[src/rtl/slc3_pkg.sv]
// Shared SLC-3 definitions: word/address widths and the SRAM access FSM states.
// Latency: n/a (types and constants only).
// Backpressure: n/a.
package slc3_pkg;

  localparam int WORD_W      = 16;
  localparam int SRAM_ADDR_W = 20;
  localparam int WCNT_W      = 4;

  typedef enum logic [2:0] {
    IDLE       = 3'd0,
    RD_SETUP   = 3'd1,
    RD_WAIT    = 3'd2,
    RD_CAPTURE = 3'd3,
    WR_SETUP   = 3'd4,
    WR_PULSE   = 3'd5,
    WR_HOLD    = 3'd6,
    DONE       = 3'd7
  } mac_state_t;

endpackage

[src/rtl/mem_access_ctrl.sv]
// Purpose: sequences one 16-bit asynchronous SRAM read or write per ISDU request.
// Latency: Done/Rd_Valid pulse WAIT_CYCLES+3 cycles after acceptance; next accept one cycle later.
// Backpressure: Busy high outside IDLE; requests seen while busy are dropped, not queued.
module mem_access_ctrl
  import slc3_pkg::*;
#(
  parameter int WAIT_CYCLES = 2
) (
  input  logic                   Clk,
  input  logic                   Reset_n,
  input  logic                   Req_Rd,
  input  logic                   Req_Wr,
  input  logic [WORD_W-1:0]      Addr,
  input  logic [WORD_W-1:0]      Wdata,
  output logic [WORD_W-1:0]      Rdata,
  output logic                   Busy,
  output logic                   Done,
  output logic                   Rd_Valid,
  output logic [SRAM_ADDR_W-1:0] SRAM_ADDR,
  output logic [WORD_W-1:0]      SRAM_DOUT,
  input  logic [WORD_W-1:0]      SRAM_DIN,
  output logic                   SRAM_DRIVE,
  output logic                   SRAM_CE_N,
  output logic                   SRAM_OE_N,
  output logic                   SRAM_WE_N,
  output logic                   SRAM_UB_N,
  output logic                   SRAM_LB_N
);

  localparam logic [WCNT_W-1:0] WAIT_LD = WCNT_W'(WAIT_CYCLES);

  mac_state_t        state_q, state_d;
  logic [WCNT_W-1:0] cnt_q, cnt_d;
  logic [WORD_W-1:0] addr_q, wdata_q, rdata_q;
  logic              acc_rd_q;
  logic              accept;

  // A request is only ever looked at while idle; write wins a tie.
  assign accept = (state_q == IDLE) && (Req_Wr || Req_Rd);

  // State and wait-counter registers; reset aborts any access in flight.
  always_ff @(posedge Clk or negedge Reset_n) begin
    if (!Reset_n) begin
      state_q <= IDLE;
      cnt_q   <= '0;
    end else begin
      state_q <= state_d;
      cnt_q   <= cnt_d;
    end
  end

  // Next-state logic; the counter is loaded on leaving SETUP and counts the strobe-low cycles.
  always_comb begin
    state_d = state_q;
    cnt_d   = cnt_q;
    case (state_q)
      IDLE: begin
        if (Req_Wr)      state_d = WR_SETUP;
        else if (Req_Rd) state_d = RD_SETUP;
      end
      RD_SETUP: begin
        state_d = RD_WAIT;
        cnt_d   = WAIT_LD;
      end
      RD_WAIT: begin
        cnt_d = (cnt_q == '0) ? '0 : cnt_q - 1'b1;
        if (cnt_q <= 1) state_d = RD_CAPTURE;
      end
      RD_CAPTURE: state_d = DONE;
      WR_SETUP: begin
        state_d = WR_PULSE;
        cnt_d   = WAIT_LD;
      end
      WR_PULSE: begin
        cnt_d = (cnt_q == '0) ? '0 : cnt_q - 1'b1;
        if (cnt_q <= 1) state_d = WR_HOLD;
      end
      WR_HOLD: state_d = DONE;
      DONE:    state_d = IDLE;
      default: state_d = IDLE;
    endcase
  end

  // Address, write data and access type are captured at acceptance and held until the next one.
  always_ff @(posedge Clk or negedge Reset_n) begin
    if (!Reset_n) begin
      addr_q   <= '0;
      wdata_q  <= '0;
      acc_rd_q <= 1'b0;
    end else if (accept) begin
      addr_q   <= Addr;
      acc_rd_q <= !Req_Wr;
      if (Req_Wr) wdata_q <= Wdata;
    end
  end

  // Read data is sampled only at the end of the capture cycle, so it survives writes and idle time.
  always_ff @(posedge Clk or negedge Reset_n) begin
    if (!Reset_n) begin
      rdata_q <= '0;
    end else if (state_q == RD_CAPTURE) begin
      rdata_q <= SRAM_DIN;
    end
  end

  // Pin strobes decoded purely from the registered state, so no request can reach the SRAM combinationally.
  always_comb begin
    SRAM_CE_N  = 1'b1;
    SRAM_OE_N  = 1'b1;
    SRAM_WE_N  = 1'b1;
    SRAM_DRIVE = 1'b0;
    Done       = 1'b0;
    Rd_Valid   = 1'b0;
    case (state_q)
      RD_SETUP:   SRAM_CE_N = 1'b0;
      RD_WAIT,
      RD_CAPTURE: begin
        SRAM_CE_N = 1'b0;
        SRAM_OE_N = 1'b0;
      end
      WR_SETUP,
      WR_HOLD: begin
        SRAM_CE_N  = 1'b0;
        SRAM_DRIVE = 1'b1;
      end
      WR_PULSE: begin
        SRAM_CE_N  = 1'b0;
        SRAM_WE_N  = 1'b0;
        SRAM_DRIVE = 1'b1;
      end
      DONE: begin
        Done     = 1'b1;
        Rd_Valid = acc_rd_q;
      end
      default: ;
    endcase
  end

  assign Busy      = (state_q != IDLE);
  assign SRAM_UB_N = SRAM_CE_N;
  assign SRAM_LB_N = SRAM_CE_N;
  assign SRAM_ADDR = {{(SRAM_ADDR_W-WORD_W){1'b0}}, addr_q};
  assign SRAM_DOUT = wdata_q;
  assign Rdata     = rdata_q;

endmodule

[config.mk]
export PLATFORM = sky130hd
export DESIGN_NAME = mem_access_ctrl
export DESIGN_NICKNAME = d
export VERILOG_FILES = /design/src/rtl/slc3_pkg.sv /design/src/rtl/mem_access_ctrl.sv
export SDC_FILE = /design/constraint.sdc
export NUM_CORES = 1
export LEC_CHECK = 0
export ABC_CLOCK_PERIOD_IN_PS = 1450
export BUFFER_PORTS_ARGS = -buffer_cell sky130_fd_sc_hd__buf_4
export CAP_MARGIN = 20
export CORE_MARGIN = 2
export CORE_UTILIZATION = 42
export DETAILED_ROUTE_END_ITERATION = 8
export GPL_ROUTABILITY_DRIVEN = 0
export PLACE_DENSITY = 0.82
export SLEW_MARGIN = 20
export SYNTH_ARGS = -nofsm -noshare
export SYNTH_HDL_FRONTEND = slang
export SYNTH_SLANG_ARGS = --single-unit
[constraint.sdc]
create_clock -name Clk -period 1.45 [get_ports Clk]
set_input_delay 0.29 -clock Clk [delete_from_list [all_inputs] [get_ports Clk]]
set_output_delay 0.29 -clock Clk [all_outputs]
set_load 0.1 [all_outputs]
# After elaboration in Yosys (flattened, before gate mapping)
# Index checks and enable logic that the tools add are counted.
dict set report totals {
  ff_bits 56
  input_bits 52
  output_inout_bits 61
  word_cells 46
}
dict set report op_classes {
  add_sub_neg 1
  order_cmp 1
  n_eq_ne 10
  muxes 13
  reduce_logical 15
}
# operator n
set ops {}
lappend ops {{$pmux W3 S7} 1}
lappend ops {{$eq A3 B3 Y1 const B} 4}
lappend ops {{$mux W3} 4}
lappend ops {{$pmux W4 S2} 1}
lappend ops {{$reduce_or A2 Y1} 4}
lappend ops {{$eq A3 B2 Y1 const B} 2}
lappend ops {{$mux W1} 6}
lappend ops {{$reduce_or A6 Y1} 1}
lappend ops {{$le A4 B1 Y1 const B} 1}
lappend ops {{$logic_not A4 Y1} 1}
lappend ops {{$mux W4} 1}
lappend ops {{$ne A2 B2 Y1 const B} 2}
lappend ops {{$sub A4 B1 Y4 const B} 1}
lappend ops {{$eq A3 B1 Y1 const B} 1}
lappend ops {{$logic_not A3 Y1} 1}
lappend ops {{$ne A3 B3 Y1 const B} 1}
lappend ops {{$reduce_and A3 Y1} 1}
lappend ops {{$reduce_bool A3 Y1} 1}
lappend ops {{$reduce_or A3 Y1} 1}
lappend ops {{$reduce_and A2 Y1} 1}
lappend ops {{$reduce_bool A2 Y1} 1}
lappend ops {{$logic_and A1 B1 Y1} 1}
lappend ops {{$logic_not A1 Y1} 1}
lappend ops {{$logic_or A1 B1 Y1} 1}

# Depth between registers and ports, before layout
dict set report depth {
  depth_word 3
  ltp_mapped 6
}

# Worst setup path before layout
# OpenSTA, ideal clock, no wires.
dict set report synth_timing {
  path_type {register -> register}
  from {register state_q[2]}
  to {register state_q[2]}
  setup_ps 82
  t_arrival_ps 3133
  path_slack_ps -1764
  stages_incl_launch_ff 4
  period_less_slack_ps 3214
  cell_sequence {dfrtp_1 buf_2 a21boi_0 a221o_1}
}
dict set report synth_via {
  elab_chain_len 3
  word_cells_on_any_way 14
  cone_classes {eq/ne (10); mux (1); reduce/logical (3)}
}
# item line_no
set synth_rtl {}
lappend synth_rtl {{start: declaration} mem_access_ctrl.sv:32} ;# mac_state_t state_q, state_d;
lappend synth_rtl {{start signal: assignment} mem_access_ctrl.sv:47} ;# state_q <= state_d;
lappend synth_rtl {{$eq A3 B2 Y1 (tied with other cells)} mem_access_ctrl.sv:56} ;# case (state_q)
lappend synth_rtl {{$reduce_or A2 Y1 (no source line) (tied with other cells)} -}
lappend synth_rtl {{$pmux W3 S7 / $reduce_and A3 Y1 (equally long branches)} -}
# Several ways; a longest one is shown, not always the timed one.
# A chain may end at the register's enable or synchronous reset.

# Worst setup path in the final report
dict set report layout_timing {
  from {register state_q[2]}
  to {output port SRAM_CE_N}
}
dict set report layout_via {
  elab_chain_len 3
  word_cells_on_any_way 8
  cone_classes {eq/ne (6); mux (1); reduce/logical (1)}
}
# item line_no
set layout_rtl {}
lappend layout_rtl {{$eq A3 B2 Y1 (tied with other cells)} mem_access_ctrl.sv:114} ;# case (state_q)
lappend layout_rtl {{$reduce_or A6 Y1 (no source line) *} -}
lappend layout_rtl {{$mux W1 *} mem_access_ctrl.sv:114}
lappend layout_rtl {{end: declaration} mem_access_ctrl.sv:23} ;# output logic SRAM_CE_N,
# Every way passes the cells marked *; elsewhere a longest branch is shown, timed or not.

==> flow_metrics.env <==
export IMPL_status="finished, violations left"
export IMPL_violations="negative setup slack"
export IMPL_fin_nets=353
export IMPL_stdcell_count=377
export IMPL_ys_ff_latch=56
export IMPL_netlist_area_um2=2520
export IMPL_drt_initial_drc_count=53
export IMPL_grt_pass1_wl_mm=9.18
export IMPL_dp_hpwl_mm=4.18
export IMPL_first_pass_iters=4
export IMPL_layout_drive_gt1_share_pct=71.2
export IMPL_synth_edf_count=0
export IMPL_synthTopCellsByCount="56 x dfrtp_1, 27 x mux2_4, 22 x mux2_2, 6 x buf_4, 5 x nor2_1"
export IMPL_post_route_period_util_pct=122
export IMPL_ys_seq_area_share_pct=55.7
export IMPL_cts_made_buffers=5
export IMPL_die_x_um=81.4
export IMPL_antenna_found_initial=0
export IMPL_synth_top_area_share_pct=55.7
export IMPL_setup_viol=62
export IMPL_place_inst=354
export IMPL_grt_use_total_pct=18.3
export IMPL_vias=1814
export IMPL_port_buffers=108
export IMPL_root_buffer="clkbuf_8"
export IMPL_drc=0
export IMPL_maxCapViolations=0
export IMPL_ant_nets=0
export IMPL_startpoint_type="register"
export IMPL_stdcell_area_um2=4030
export IMPL_setup_slack_ps=-323
export IMPL_diodes=0
export IMPL_drt_wl_total_mm=5.93
export IMPL_yosysMostFrequentCell="dfrtp_1"
export IMPL_cp_data_required_time_ps=1160
export IMPL_synth_area_leaders="dfrtp_1 56%, mux2_4 16%, mux2_2 9.8%"
export IMPL_slew_violations=0
export IMPL_synthCells=164
export IMPL_finalHoldViolations=0
export IMPL_yosysTopAreaCell="dfrtp_1"
export IMPL_die_area_um2=6630
export IMPL_crit_fanout=3
export IMPL_die_h_um=81.4
export IMPL_syn_area_per_cell_um2=15.3
export IMPL_synthFlopType="dfrtp_1"
export IMPL_h_tree_depth=2
export IMPL_io_pins=113
export IMPL_rrSetupSlack_ps=-140
export IMPL_yosysWarnings=0
export IMPL_fmax_ghz=0.564
export IMPL_vias_per_cell=4.81
export IMPL_initial_core_util_pct=43.0
export IMPL_grt_max_degree=34
export IMPL_cts_sink_count=56
export IMPL_clkLatencyLatePin_ps=310
export IMPL_cp_arrival_ps=1480
export IMPL_num_rows=28
export IMPL_skew_ps=9.75
export IMPL_place_area_um2=3550
export IMPL_rsz0062_at_grt="yes"
export IMPL_clk_pin_slew_ps=100
export IMPL_setup_tns_ps=-7170
export IMPL_grt_remaining_overflow=0
export IMPL_clockBufferDepth=2
export IMPL_end_kind="primary output"
export IMPL_synth_distinct_cells=37
export IMPL_first_global_vias=1902
export IMPL_cts_tree="built"
export IMPL_hold_class="in -> reg"
export IMPL_core_area_um2=5850
export IMPL_areaGrowthSynthToFinish_pct=60.2
export IMPL_crit_type="reg -> out"
export IMPL_post_route_min_period_ps=1770
export IMPL_synthArstFlopShare_pct=100
export IMPL_post_drt_wl_per_cell_um=15.7
[layer usage]
metal  up-vias  GRT usage [%]  part of all wire [%]
li1        847              -                     -
met5         -              0                     0
met3         6           4.33                   7.1
met2        71           31.0                    51
met4         0           5.59                   1.1
met1       890           23.0                    40
[layout by cell type (no fill, tap or decap), types with 4 or more instances in the layout]
master and count:
mux2_4 41, buf_4 115, dfrtp_1 55, clkbuf_8 5, buf_6 7, conb_1 4, mux2_2 8, nor2_1 5
buf_12 12
[cells by family after synthesis]
logic type / count (synthesis) / share of synthesized area [%]
XOR/XNOR: 1 / 0.348
flip-flops: 56 / 55.7
AO/OA/AOI/OAI: 21 / 6.61
AND/OR/NAND/NOR: 18 / 5.32
buffers and inverters: 18 / 5.92
multiplexers: 49 / 26.0
other: 1 / 0.149
[critical path: stages, from the launching register on]
cell and delay [ps]:
dfrtp_1 440, buf_6 140, and3_4 160, or2_4 270, buf_12 180
[final cells by class]
cell class	instances	area (um2)
Fill cell	424	1820
Sequential cell	56	1400
Timing Repair Buffer	140	1290
Multi-Input combinational cell	94	1110
Tap cell	75	93.8
Clock buffer	5	68.8
Inverter	4	36.3
Clock inverter	3	27.5
[worst paths after layout]
path                       cells past startpoint  startpoint    endpoint
max                                            4  state_q[2]   SRAM_CE_N
min                                            2      Req_Wr    acc_rd_q
max reg2reg                                    5  state_q[2]   addr_q[8]
min reg2reg                                    1    Rdata[8]    Rdata[8]
max in group asynchronous                      3     Reset_n    Rdata[3]
min in group asynchronous                      2     Reset_n  addr_q[12]
[flip-flops by register name, indices dropped and copies added, names as in the netlist]
signal and flops:
SRAM_DOUT 16, Rdata 16, acc_rd_q 1, cnt_q 4, state_q 3, addr_q 16
[through the flow]
stage,utilization (%),hold WS (ps),worst slack [ps]
2_1_floorplan,-,-5.59,-432
3_3_place_gp,60.6,212,-80.5
3_5_place_dp,60.6,216,-122
4_1_cts,67.5,180,-345
5_1_grt,68.9,182,-366
6_report,68.9,193,-323
[repair_timing]
action,4_1_cts,5_1_grt
buffers inserted,8,4
hold buffers,1,0
gates resized for setup,42,15
endpoints found under the setup margin,58,62
pin swaps,2,1
hold endpoints to repair,23,0
cloned,3,0
Power is left out: the tool's default activity adds up to more than one toggle a clock period on the data nets, which glitch-free logic cannot reach.
